### config.mk
export PLATFORM = sky130hd
export DESIGN_NAME = bus_dir_arbiter_flat
export DESIGN_NICKNAME = d
export VERILOG_FILES = /design/src/rtl/bus_dir_arbiter_if.sv /design/src/rtl/bus_dir_arbiter.sv /design/src/flat_wrapper.sv
export SDC_FILE = /design/constraint.sdc
export NUM_CORES = 1
export LEC_CHECK = 0
export ABC_AREA = 1
export BUFFER_PORTS_ARGS = -buffer_cell sky130_fd_sc_hd__buf_2
export CAP_MARGIN = 10
export CORE_UTILIZATION = 55
export CTS_CLUSTER_SIZE = 12
export DETAILED_ROUTE_END_ITERATION = 10
export GPL_ROUTABILITY_DRIVEN = 0
export PLACE_DENSITY = 0.8
export SYNTH_ARGS = -nofsm -noshare
export SYNTH_HDL_FRONTEND = slang
export SYNTH_SLANG_ARGS = --single-unit
### constraint.sdc
create_clock -name clk -period 2.8 [get_ports clk]
set_input_delay 0.14 -clock clk [delete_from_list [all_inputs] [get_ports clk]]
set_output_delay 0.14 -clock clk [all_outputs]
set_load 0.02 [all_outputs]
### src/rtl/bus_dir_arbiter_if.sv
// ---------------------------------------------------------------------------
// bus_dir_arbiter_if
// Bundles the request/grant/direction signals between the two bus masters and
// the direction arbiter that steers the A<->B exchange transceiver.
//
// Handshake: req_x is a level request and is held high for the whole
// transfer. gnt_x is the arbiter's answer and means "x owns the bus this
// cycle". drv_en is high exactly when one of the gnts is high. A master
// must tolerate losing gnt mid-transfer, because a long burst can be
// preempted. The arbiter never asserts both gnts in the same cycle.
//
// Signals
//   req_a, req_b : master -> arbiter, requests (A->B / B->A direction)
//   oe0          : arbiter -> bus, transceiver direction (0 = A->B, 1 = B->A)
//   drv_en       : arbiter -> bus, transceiver output enable (0 = both hi-Z)
//   gnt_a, gnt_b : arbiter -> masters, bus ownership
//   burst_cnt    : arbiter -> masters, 0-based grant cycles of current owner
//   state        : arbiter -> observers, debug view of the FSM state
// ---------------------------------------------------------------------------
interface bus_dir_arbiter_if #(
  parameter int CW = 5
);
  logic          req_a;
  logic          req_b;
  logic          oe0;
  logic          drv_en;
  logic          gnt_a;
  logic          gnt_b;
  logic [CW-1:0] burst_cnt;
  logic [1:0]    state;

  modport master (
    output req_a, req_b,
    input  oe0, drv_en, gnt_a, gnt_b, burst_cnt, state
  );

  modport slave (
    input  req_a, req_b,
    output oe0, drv_en, gnt_a, gnt_b, burst_cnt, state
  );
endinterface

### src/rtl/bus_dir_arbiter.sv
// ---------------------------------------------------------------------------
// bus_dir_arbiter
// Direction controller for the 16-bit A<->B exchange transceiver. Chooses
// which side owns the bus, drives the transceiver direction (oe0) and its
// output enable (drv_en), and inserts TURN_CYC dead cycles on every
// direction change so that the two buses never drive against each other.
// Long owners are preempted after MAX_BURST grant cycles if the other side
// is waiting.
//
// Ports
//   clk : clock; all state changes on the rising edge
//   rst : synchronous active-high reset
//   bus : bus_dir_arbiter_if.slave (requests in; oe0, drv_en, gnt_a,
//         gnt_b, burst_cnt and the debug state out, all registered)
// ---------------------------------------------------------------------------
module bus_dir_arbiter #(
  parameter int TURN_CYC  = 2,
  parameter int MAX_BURST = 16,
  parameter int CW        = 5
) (
  input  logic                    clk,
  input  logic                    rst,
  bus_dir_arbiter_if.slave        bus
);

  localparam int TW = (TURN_CYC > 1) ? $clog2(TURN_CYC) : 1;
  localparam logic [CW-1:0] BURST_LAST = CW'(MAX_BURST - 1);
  localparam logic [TW-1:0] TURN_LAST  = TW'(TURN_CYC - 1);

  typedef enum logic [1:0] {
    S_IDLE  = 2'd0,
    S_TURN  = 2'd1,
    S_GRANT = 2'd2
  } state_t;

  state_t        r_state,     w_state_nxt;
  logic          r_oe0,       w_oe0_nxt;
  logic          r_drv_en,    w_drv_en_nxt;
  logic          r_gnt_a,     w_gnt_a_nxt;
  logic          r_gnt_b,     w_gnt_b_nxt;
  logic [CW-1:0] r_burst_cnt, w_burst_cnt_nxt;
  logic          r_last_b,    w_last_b_nxt;   // last owner was B
  logic          r_pend_b,    w_pend_b_nxt;   // side waiting out the TURN
  logic [TW-1:0] r_turn_cnt,  w_turn_cnt_nxt;

  logic w_any_req;
  logic w_win_b;
  logic w_own_req;
  logic w_oth_req;
  logic w_pend_req;

  // Round robin on a tie: the side that did not own the bus last wins.
  assign w_any_req  = bus.req_a | bus.req_b;
  assign w_win_b    = bus.req_b & (~bus.req_a | ~r_last_b);

  // In GRANT, gnt_b tells who the owner is.
  assign w_own_req  = r_gnt_b ? bus.req_b : bus.req_a;
  assign w_oth_req  = r_gnt_b ? bus.req_a : bus.req_b;
  assign w_pend_req = r_pend_b ? bus.req_b : bus.req_a;

  always_comb begin
    w_state_nxt     = r_state;
    w_oe0_nxt       = r_oe0;
    w_gnt_a_nxt     = 1'b0;
    w_gnt_b_nxt     = 1'b0;
    w_burst_cnt_nxt = '0;
    w_last_b_nxt    = r_last_b;
    w_pend_b_nxt    = r_pend_b;
    w_turn_cnt_nxt  = '0;

    case (r_state)
      S_IDLE: begin
        if (w_any_req) begin
          if (w_win_b == r_oe0) begin
            // Already pointing the right way: grant straight away.
            w_state_nxt  = S_GRANT;
            w_gnt_a_nxt  = ~w_win_b;
            w_gnt_b_nxt  = w_win_b;
            w_last_b_nxt = w_win_b;
          end else begin
            // Flip direction now, with the drivers off for TURN_CYC cycles.
            w_state_nxt  = S_TURN;
            w_oe0_nxt    = w_win_b;
            w_pend_b_nxt = w_win_b;
          end
        end
      end

      S_TURN: begin
        if (r_turn_cnt == TURN_LAST) begin
          // Only the side we turned for is considered; anything that arrived
          // for the other side waits for the next IDLE evaluation.
          if (w_pend_req) begin
            w_state_nxt  = S_GRANT;
            w_gnt_a_nxt  = ~r_pend_b;
            w_gnt_b_nxt  = r_pend_b;
            w_last_b_nxt = r_pend_b;
          end else begin
            w_state_nxt  = S_IDLE;
          end
        end else begin
          w_turn_cnt_nxt = r_turn_cnt + 1'b1;
        end
      end

      S_GRANT: begin
        if (!w_own_req) begin
          w_state_nxt = S_IDLE;
        end else if ((r_burst_cnt == BURST_LAST) && w_oth_req) begin
          // Preempt the long owner and turn for the waiting side.
          w_state_nxt  = S_TURN;
          w_oe0_nxt    = ~r_gnt_b;
          w_pend_b_nxt = ~r_gnt_b;
        end else begin
          w_gnt_a_nxt     = r_gnt_a;
          w_gnt_b_nxt     = r_gnt_b;
          w_burst_cnt_nxt = (r_burst_cnt == BURST_LAST) ? r_burst_cnt
                                                        : r_burst_cnt + 1'b1;
        end
      end

      default: begin
        w_state_nxt = S_IDLE;
      end
    endcase

    w_drv_en_nxt = w_gnt_a_nxt | w_gnt_b_nxt;
  end

  always_ff @(posedge clk) begin
    if (rst) begin
      r_state     <= S_IDLE;
      r_oe0       <= 1'b0;
      r_drv_en    <= 1'b0;
      r_gnt_a     <= 1'b0;
      r_gnt_b     <= 1'b0;
      r_burst_cnt <= '0;
      r_last_b    <= 1'b1;
      r_pend_b    <= 1'b0;
      r_turn_cnt  <= '0;
    end else begin
      r_state     <= w_state_nxt;
      r_oe0       <= w_oe0_nxt;
      r_drv_en    <= w_drv_en_nxt;
      r_gnt_a     <= w_gnt_a_nxt;
      r_gnt_b     <= w_gnt_b_nxt;
      r_burst_cnt <= w_burst_cnt_nxt;
      r_last_b    <= w_last_b_nxt;
      r_pend_b    <= w_pend_b_nxt;
      r_turn_cnt  <= w_turn_cnt_nxt;
    end
  end

  assign bus.oe0       = r_oe0;
  assign bus.drv_en    = r_drv_en;
  assign bus.gnt_a     = r_gnt_a;
  assign bus.gnt_b     = r_gnt_b;
  assign bus.burst_cnt = r_burst_cnt;
  assign bus.state     = r_state;

endmodule

### src/flat_wrapper.sv
// flat-port wrapper written by rule: the top's interface ports become plain ports
module bus_dir_arbiter_flat 
#(
  parameter int TURN_CYC  = 2,
  parameter int MAX_BURST = 16,
  parameter int CW        = 5
)
  (clk, rst, bus_req_a, bus_req_b, bus_oe0, bus_drv_en, bus_gnt_a, bus_gnt_b, bus_burst_cnt, bus_state);
  bus_dir_arbiter_if #(.CW(CW)) bus_i ();
  input  logic clk;
  input  logic rst;
  input wire logic [$bits(bus_i.req_a)-1:0] bus_req_a;
  input wire logic [$bits(bus_i.req_b)-1:0] bus_req_b;
  output wire logic [$bits(bus_i.oe0)-1:0] bus_oe0;
  output wire logic [$bits(bus_i.drv_en)-1:0] bus_drv_en;
  output wire logic [$bits(bus_i.gnt_a)-1:0] bus_gnt_a;
  output wire logic [$bits(bus_i.gnt_b)-1:0] bus_gnt_b;
  output wire logic [$bits(bus_i.burst_cnt)-1:0] bus_burst_cnt;
  output wire logic [$bits(bus_i.state)-1:0] bus_state;
  assign bus_i.req_a = bus_req_a;
  assign bus_i.req_b = bus_req_b;
  assign bus_oe0 = bus_i.oe0;
  assign bus_drv_en = bus_i.drv_en;
  assign bus_gnt_a = bus_i.gnt_a;
  assign bus_gnt_b = bus_i.gnt_b;
  assign bus_burst_cnt = bus_i.burst_cnt;
  assign bus_state = bus_i.state;
  bus_dir_arbiter #(.TURN_CYC(TURN_CYC), .MAX_BURST(MAX_BURST), .CW(CW)) u_core (.clk(clk), .rst(rst), .bus(bus_i));
endmodule
* Word level (Yosys, flattened, before mapping)
Index checks and enable logic that the tools add are counted.
Operators by class: add/sub/neg operators 2, $mul 0, div/mod/pow operators 0, $lt $le $gt $ge 0, eq/ne operators 12, shift-type cells 0, muxes and demuxes 34, bitwise operators 12, reductions and logical operators 9
Operators by type and width (count):
- $mux 1 | 23
- $mux 2 | 6
- $ne 2x1->1 const B | 6
- $reduce_and 5->1 | 2
- $not 1->1 | 8
- $pmux 1 s3 | 2
- $pmux 2 s3 | 1
- $add 5x1->5 const B | 1
- $eq 5x4->1 const B | 1
- $pmux 1 s2 | 2
- $reduce_bool 2->1 | 2
- $reduce_or 4->1 | 1
- $ne 3x3->1 const B | 1
- $or 1x1->1 | 3
- $reduce_and 3->1 | 1
- $reduce_or 3->1 | 1
- $eq 2x1->1 const B | 1
- $eq 2x2->1 const B | 1
- $logic_not 2->1 | 1
- $ne 2x2->1 const B | 1
- $add 1x1->1 const B | 1
- $and 1x1->1 | 1
- $eq 1x1->1 | 1
- $logic_and 1x1->1 | 1
Storage, ports and cells: flip-flop bits (word level) 13, latch bits 0, RAM bits 0, memory bits (read-only) 0, input port bits 4, output and inout bits 11, word-level logic and storage cells 77, memories kept 0

* Depth between registers and ports, before layout
Gate-level depths: netlist of the first run.
depth after elaboration 8, depth in mapped cells 11

* Worst setup path before layout of the first run
Ideal clock, no wire load.
path kind register to register, start register u_core.r_burst_cnt[1], in the netlist u_core.bus.burst_cnt[1], end register u_core.r_drv_en, in the netlist u_core.bus.drv_en, arrival time 1.489 ns, slack 1.197 ns, stages on the path, launching flop included 12, buffers on the path 0, path through dfxtp_1 ha_1 nand2_1 nor2_1 ha_1 nand3_1 nand2_1 inv_2 nand2_1 nand2_1 nand2_1 nand2_1
Between the ends: word-level cells in the longest chain between the ends 6, elaborated cells on any way between the ends 9, those cells by class eq/ne (1); mux (6); bitwise (1); reduce/logical (1)
Ends and longest elaborated chain:
- start: declaration | RTL line bus_dir_arbiter.sv:41 | logic [CW-1:0] r_burst_cnt, w_burst_cnt_nxt;
- start signal: assignment | RTL line bus_dir_arbiter.sv:147 | r_burst_cnt <= w_burst_cnt_nxt;
- $eq 5x4->1 * | RTL line bus_dir_arbiter.sv:109 | end else if ((r_burst_cnt == BURST_LAST) && w_oth_req) begin
- $logic_and 1x1->1 * | RTL line bus_dir_arbiter.sv:109
- $mux 1 | RTL line bus_dir_arbiter.sv:109
- $mux 1 | RTL line bus_dir_arbiter.sv:107 | if (!w_own_req) begin
- $pmux 1 s3 | RTL line bus_dir_arbiter.sv:71 | case (r_state)
- $or 1x1->1 * | RTL line bus_dir_arbiter.sv:127 | w_drv_en_nxt = w_gnt_a_nxt | w_gnt_b_nxt;
- end signal: assignment | RTL line bus_dir_arbiter.sv:144 | r_drv_en <= w_drv_en_nxt;
- end: declaration | RTL line bus_dir_arbiter.sv:38 | logic r_drv_en, w_drv_en_nxt;
Every way passes the cells marked *; elsewhere a longest branch is shown, timed or not. A chain may end at the register's enable or synchronous reset.

* Worst setup path after layout of the first run
start register u_core.r_burst_cnt[0], in the netlist u_core.bus.burst_cnt[0], end register u_core.r_oe0, in the netlist u_core.bus.oe0
Between the ends: word-level cells in the longest chain between the ends 4
Ends and longest elaborated chain:
- $eq 5x4->1 | RTL line bus_dir_arbiter.sv:109
- $logic_and 1x1->1 | RTL line bus_dir_arbiter.sv:109
- $ne 2x1->1 (no line)
- $reduce_and 5->1 (no line)
- end signal: assignment | RTL line bus_dir_arbiter.sv:143 | r_oe0 <= w_oe0_nxt;
- end: declaration | RTL line bus_dir_arbiter.sv:37 | logic r_oe0, w_oe0_nxt;
No other way between the ends.

==> results of run 1 <==
[worst min path at each step]
stage,startpoint,slack (ns),end,cells past startpoint
after floorplan,rst,0.21,u_core.bus.state[0]$_SDFFE_PP0P_,1
after global placement,rst,0.35,u_core.bus.state[0]$_SDFFE_PP0P_,2
after detailed placement,rst,0.35,u_core.bus.state[0]$_SDFFE_PP0P_,2
after CTS,rst,0.05,u_core.bus.state[0]$_SDFFE_PP0P_,2
after global routing,rst,0.06,u_core.r_turn_cnt$_SDFF_PP0_,2
final,rst,0.05,u_core.bus.state[0]$_SDFFE_PP0P_,2
[cells in the mapped netlist, drive strengths merged]
cell type   n  area [µm²]
a21oi       5        25.0
dfxtp      13         260
ha          4        50.1
inv        19        71.3
nand2      41         156
nand3       6        30.0
nand4       1        6.26
nor2       21        86.3
nor3        1        10.0
o21ai       3        15.0
xor2        2        17.5
[state kept, by name, summed over array words and instances (netlist names)]
signal                count
u_core.bus.drv_en         1
u_core.bus.gnt_a          1
u_core.bus.state          2
u_core.bus.gnt_b          1
u_core.bus.oe0            1
u_core.r_last_b           1
u_core.r_turn_cnt         1
u_core.bus.burst_cnt      5
[per-layer routing]
| layer | vias up | part of all wire (%) | track usage, % |
|---|---|---|---|
| met4 | 0 | 2.2 | 10.3 |
| met2 | 19 | 42 | 34.7 |
| met3 | 7 | 4.6 | 5.23 |
| met1 | 314 | 51 | 33.7 |
| li1 | 390 | - | - |
| met5 | - | 0 | 0 |
[logic make-up (layout without fill, tap and decap cells)]
logic type               count (synthesis)  count (layout)
flip-flops                              13              13
buffers and inverters                   19              37
AO/OA/AOI/OAI                            8               8
AND/OR/NAND/NOR                         70              70
XOR/XNOR                                 2               2
adder cells (fa/ha/maj)                  4               4
[stage by stage]
stage / setup WS, ns / utilization, % / power [µW] / cell area, µm²
2_1_floorplan: 1.20 / - / 523 / 728
3_3_place_gp: 1.28 / 69.7 / 599 / 816
3_5_place_dp: 1.17 / 69.7 / 607 / 816
4_1_cts: 1.16 / 71.9 / 725 / 842
5_1_grt: 0.914 / 71.9 / 786 / 842
6_report: 1.17 / 71.9 / 726 / 842
[worst max-delay path: stages (launching register included)]
cell     delay [ns]
dfxtp_1        0.37
ha_1           0.19
nand2_1        0.06
nor2_1         0.11
ha_1           0.26
nand3_1        0.16
nand2_1        0.14
nand2_1        0.06
nor2_1         0.08
nor2_1         0.05
nor2_1         0.10
[power breakdown]
group / total (µW) / leakage (µW) / internal [µW] / switching [µW]
logic: 339 / 0.000342 / 114 / 226
registers: 267 / 0.000106 / 227 / 39.9
clock network: 120 / 0.0000150 / 55.4 / 64.4
total: 726 / 0.000463 / 396 / 330
[cell type report]
cell class / instances / area [µm²] / area share (%)
Tap cell: 14 / 17.5 / 2.08
Sequential cell: 13 / 260 / 30.9
Multi-Input combinational cell: 84 / 397 / 47.1
Timing Repair Buffer: 14 / 70.1 / 8.32
Clock buffer: 4 / 26.3 / 3.12
Inverter: 19 / 71.3 / 8.47
==> run_results.csv, run 1 <==
group,metric,value,unit
status,status,"finished, final reports clean",
clocking,hold_buffers,0,
worst_setup_path,crit_path_start,"u_core.bus.burst_cnt[0]$_SDFFE_PP0P_",
route,wl_per_cell,10.0,µm
global_routing,grt_pass1_wl,2.41,mm
clocking,ctsResizeCount,0,
clocking,clkSinkCount,13,
die,core-area,0.00117,mm²
timing,setup_violations,0,
pwr,p_per_area,862,mW/mm²
route,num_vias,730,
worst_setup_path,r2r_end,"u_core.bus.oe0$_SDFFE_PP0P_",
timing,fin_skew,0.000568,ns
clocking,cts_buffer_depth,2,
pwr,ir_drop,673,µV
worst_setup_path,crit_required,3.03,ns
synthesis,synthCells,116,
route,drt_first_iter_violations,21,
synthesis,synth_fa_ha_area_share,6.87,%
synthesis,synth.mux.area_fraction,0,%
finish,final_common_cell,"nand2_1",
worst_setup_path,worst_r2r_path_depth,10,
finish,fill_cells,107,
timing,finalSetupTns,0,ns
die,start_util,62.2,%
global_routing,overflow,0,
die,die_x,38.4,µm
worst_setup_path,critical_path_class,"flop to flop",
finish,diodes,0,
route,vias_per_cell,4.93,
global_routing,grt_max_degree,8,
synthesis,synth_warnings,0,
clocking,clk_pin_slew,0.08,ns
timing,grt_setup_unrepaired,"false",
timing,tightest_slew,0.218,ns
global_routing,grt_usage,23.9,%
worst_setup_path,worstPathMaxFanout,6,
placed_design,hpwl,1.17,mm
worst_setup_path,cp.arrival,1.86,ns
synthesis,yosys_register_bits,13,
worst_setup_path,worstSetupEndpoint,"u_core.bus.oe0$_SDFFE_PP0P_",
finish,area_delta_synth_final,15.6,%
finish,final_cell_mix,"nand2_1 (40), nor2_1 (18), inv_1 (15)",
clocking,cts.htree.levels,1,
synthesis,synth-simple-area-share,39.7,%
route,first_pass_iters,4,
timing,hold_violations,0,
synthesis,synth_xor_area_share,2.41,%
clocking,clk_latency,0.28,ns
route,drcViolationCount,0,
synthesis,synth_top_family_by_area,"simple AND/OR/NAND/NOR gates",
die,fp.dieArea,0.00147,mm²
timing,hold_ws,0.0518,ns
synthesis,synthesis.nets,124,
clocking,cts_tree,"done",
finish,fin_cells,148,
worst_setup_path,reg2reg_slack,1.17,ns
synthesis,yosysUniqueCellTypes,15,
route,drtAntennaViolNets,0,
synthesis,seq_area_frac_synth,35.7,%
finish,nets,143,
worst_setup_path,cp-start-kind,"flop",
die,rows,12,
pwr,leakage,0.000463,µW
clocking,postCtsSetupRepairBufs,0,
global_routing,grt_pass1_vias,596,
synthesis,syn-cell-area,728,µm²
synthesis,syn_avg_cell_area,6.28,µm²
min_path,hp-class,"primary input to flop",
die,die_y,38.4,µm
clocking,root_buffer,"clkbuf_4",
placed_design,port_buffers,14,
die,io_pins,15,
timing,period_needed,1.63,ns
route,drt_wl_total,1.49,mm
finish,drive_gt1_share,19.4,%
timing,timing.final.crit_share,58.3,%
timing,maxSlewHeadroom,85.5,%
global_routing,antenna_found_initial,0,
timing,slew_viol_final,0,
timing,timing.fmax,612,MHz
worst_setup_path,rr_startpoint,"u_core.bus.burst_cnt[0]$_SDFFE_PP0P_",
placed_design,dp.cells,144,
worst_setup_path,worst_setup_path_end_kind,"flop",
synthesis,synth_compound_gate_area_share,5.50,%
flow_run,drv_cap,0,
clocking,numCtsBuffers,3,
No activity file was read; power rests on OpenSTA's default activity.
==> inputs of run 2 (changes only) <==
--- a/config.mk
+++ b/config.mk
@@ -8,11 +8,11 @@
 export ABC_AREA = 1
 export BUFFER_PORTS_ARGS = -buffer_cell sky130_fd_sc_hd__buf_2
 export CAP_MARGIN = 10
-export CORE_UTILIZATION = 55
+export CORE_UTILIZATION = 51
 export CTS_CLUSTER_SIZE = 12
 export DETAILED_ROUTE_END_ITERATION = 10
 export GPL_ROUTABILITY_DRIVEN = 0
-export PLACE_DENSITY = 0.8
+export PLACE_DENSITY = 0.75
 export SYNTH_ARGS = -nofsm -noshare
 export SYNTH_HDL_FRONTEND = slang
 export SYNTH_SLANG_ARGS = --single-unit
==> constraint.sdc (replaced) <==
create_clock -name clk -period 1.61 [get_ports clk]
set_input_delay 0.0805 -clock clk [delete_from_list [all_inputs] [get_ports clk]]
set_output_delay 0.0805 -clock clk [all_outputs]
set_load 0.02 [all_outputs]
==> run 2 against run 1 <==
  * Sequential power is 73% higher
  * Die area increased by 7.4%
  * Cell area is 5.6% higher
  * Critical endpoint is now u_core.bus.burst_cnt[3]$_SDFFE_PP0P_
  * Largest power group unchanged
  * Highest routed layer unchanged
==> run_results.csv, run 2 (same netlist as run 1, synthesis figures left out) <==
group,metric,value,unit
timing,maxSlewHeadroom,85.9,%
global_routing,grt_pass1_wl,2.26,mm
route,vias_per_cell,4.84,
clocking,cts_buffer_depth,2,
clocking,root_buffer,"clkbuf_4",
worst_setup_path,cp_cell_sequence,"ha_1 > nand2_1 > nor2_1 > ha_2 > buf_4 > nor2_2 > nand3_1 > xor2_1 > nor2_1",
worst_setup_path,cp_common_cell,"nor2_1",
finish,largest_reg_flops,5,
route,drt_first_iter_violations,27,
finish,drive_gt1_share,24.6,%
die,die_x,39.8,µm
min_path,min_from,"bus_req_b",
timing,timing.fmax,658,MHz
global_routing,grt_max_degree,8,
clocking,clk_pin_slew,0.08,ns
global_routing,grt_pass1_vias,572,
finish,nets,147,
pwr,p_per_area,1430,mW/mm²
finish,final_cell_mix,"nand2_1 (39), nor2_1 (17), inv_1 (15)",
timing,tightest_slew,0.212,ns
finish,area_delta_synth_final,22.2,%
pwr,ir_drop,865,µV
die,start_util,55.3,%
worst_setup_path,worst_setup_path_end_kind,"flop",
route,wl_per_cell,9.90,µm
finish,diodes,0,
worst_setup_path,critical_path_class,"flop to flop",
global_routing,grt_usage,21.9,%
finish,multi_input_area,409,µm²
clocking,cts_tree,"done",
die,fp.dieArea,0.00158,mm²
clocking,clkSinkCount,13,
worst_setup_path,reg2reg_slack,0.09,ns
worst_setup_path,worst_r2r_path_depth,9,
min_path,holdPathEnd,"u_core.bus.gnt_a$_SDFF_PP0_",
global_routing,overflow,0,
worst_setup_path,worstPathMaxFanout,4,
clocking,numCtsBuffers,3,
route,drtAntennaViolNets,0,
route,num_vias,740,
timing,fin_skew,0.00159,ns
timing,setup_violations,0,
min_path,min_path_cells,7,
global_routing,antenna_found_initial,0,
finish,stdcell_area,890,µm²
placed_design,port_buffers,14,
finish,fin_cells,153,
clocking,clk_latency,0.27,ns
timing,period_needed,1.52,ns
timing,timing.final.crit_share,94.4,%
placed_design,dp.cells,146,
clocking,cts.htree.levels,1,
timing,slew_viol_final,0,
placed_design,hpwl,1.11,mm
min_path,hp-class,"primary input to flop",
finish,final_common_cell,"nand2_1",
status,status,"finished, final reports clean",
route,drcViolationCount,0,
finish,seq_area,262,µm²
route,drt_wl_total,1.51,mm
die,rows,13,
placed_design,placed_cell_area,825,µm²
die,io_pins,15,
worst_setup_path,cp-start-kind,"flop",
die,core-area,0.00132,mm²
flow_run,drv_cap,0,
pwr,leakage,0.000482,µW
worst_setup_path,cp_slowest_cell,"dfxtp_2",
die,die_y,39.8,µm
worst_setup_path,rr_startpoint,"u_core.bus.burst_cnt[1]$_SDFFE_PP0P_",
worst_setup_path,crit_required,1.83,ns
timing,hold_violations,0,
worst_setup_path,cp.arrival,1.74,ns
route,first_pass_iters,4,
worst_setup_path,max_stage_delay,0.34,ns
worst_setup_path,r2r_end,"u_core.bus.burst_cnt[3]$_SDFFE_PP0P_",
finish,fill_cells,117,
[run 2: what timing repair did]
| action | 4_1_cts | 5_1_grt |
|---|---|---|
| hold buffers | 1 | 0 |
| gates resized for setup | 0 | 5 |
| setup buffers | 0 | 2 |
| endpoints found under the hold margin | 2 | 0 |
| setup endpoints to repair | 0 | 10 |
[run 2: metrics by stage]
stage               setup WS [ns]  utilization (%)  power (µW)    TNS, ns  hold slack, ns
CTS                        0.0195             65.3        1250          0           0.275
detailed placement         0.0250             62.6        1050          0           0.290
global placement            0.105             62.6        1050          0           0.292
finish                     0.0897             67.5        1270          0           0.356
global route            -0.000519             67.5        1400  -0.000519           0.401
floorplan                 0.00691                -         910          0           0.150
[run 2: layer usage]
metal / global-route usage (%) / share of wire (%) / up-vias
met1: 31.8 / 50 / 318
met4: 10.3 / 0.66 / 0
met2: 29.5 / 43 / 26
met5: 0 / 0 / -
met3: 5.11 / 6.5 / 2
li1: - / - / 394
[run 2: worst max-delay path: cells and delay by family, from the launching register on]
kind | cells | cell delay [ns]
buffers and inverters | 1 | 0.15
xor gates and xnor gates | 1 | 0.15
DFF | 1 | 0.34
and+or+nand+nor | 5 | 0.43
adders and majority gates | 2 | 0.38
[run 2: layout make-up]
class,count,share of cell area (%)
Timing Repair Buffer,18,11.5
Sequential cell,13,29.4
Tap cell,15,2.11
Clock buffer,4,2.95
Multi-Input combinational cell,84,46.0
Inverter,19,8.02
[run 2: power by group]
group          internal, µW  switching [µW]
logic                   213             393
clock network          95.9             103
registers               395            68.8
total                   703             564
[run 2: how the worst max path moves through the flow]
stage	start	to	slack, ns
3_5_place_dp	u_core.bus.burst_cnt[1]$_SDFFE_PP0P_	u_core.bus.drv_en$_SDFF_PP0_	0.02
5_1_grt	u_core.bus.burst_cnt[0]$_SDFFE_PP0P_	u_core.bus.burst_cnt[3]$_SDFFE_PP0P_	-0.0005
4_1_cts	u_core.bus.burst_cnt[1]$_SDFFE_PP0P_	u_core.bus.drv_en$_SDFF_PP0_	0.02
3_3_place_gp	u_core.bus.burst_cnt[1]$_SDFFE_PP0P_	u_core.bus.drv_en$_SDFF_PP0_	0.11
2_1_floorplan	u_core.bus.burst_cnt[1]$_SDFFE_PP0P_	u_core.bus.drv_en$_SDFF_PP0_	0.007
6_report	u_core.bus.burst_cnt[1]$_SDFFE_PP0P_	u_core.bus.burst_cnt[3]$_SDFFE_PP0P_	0.09
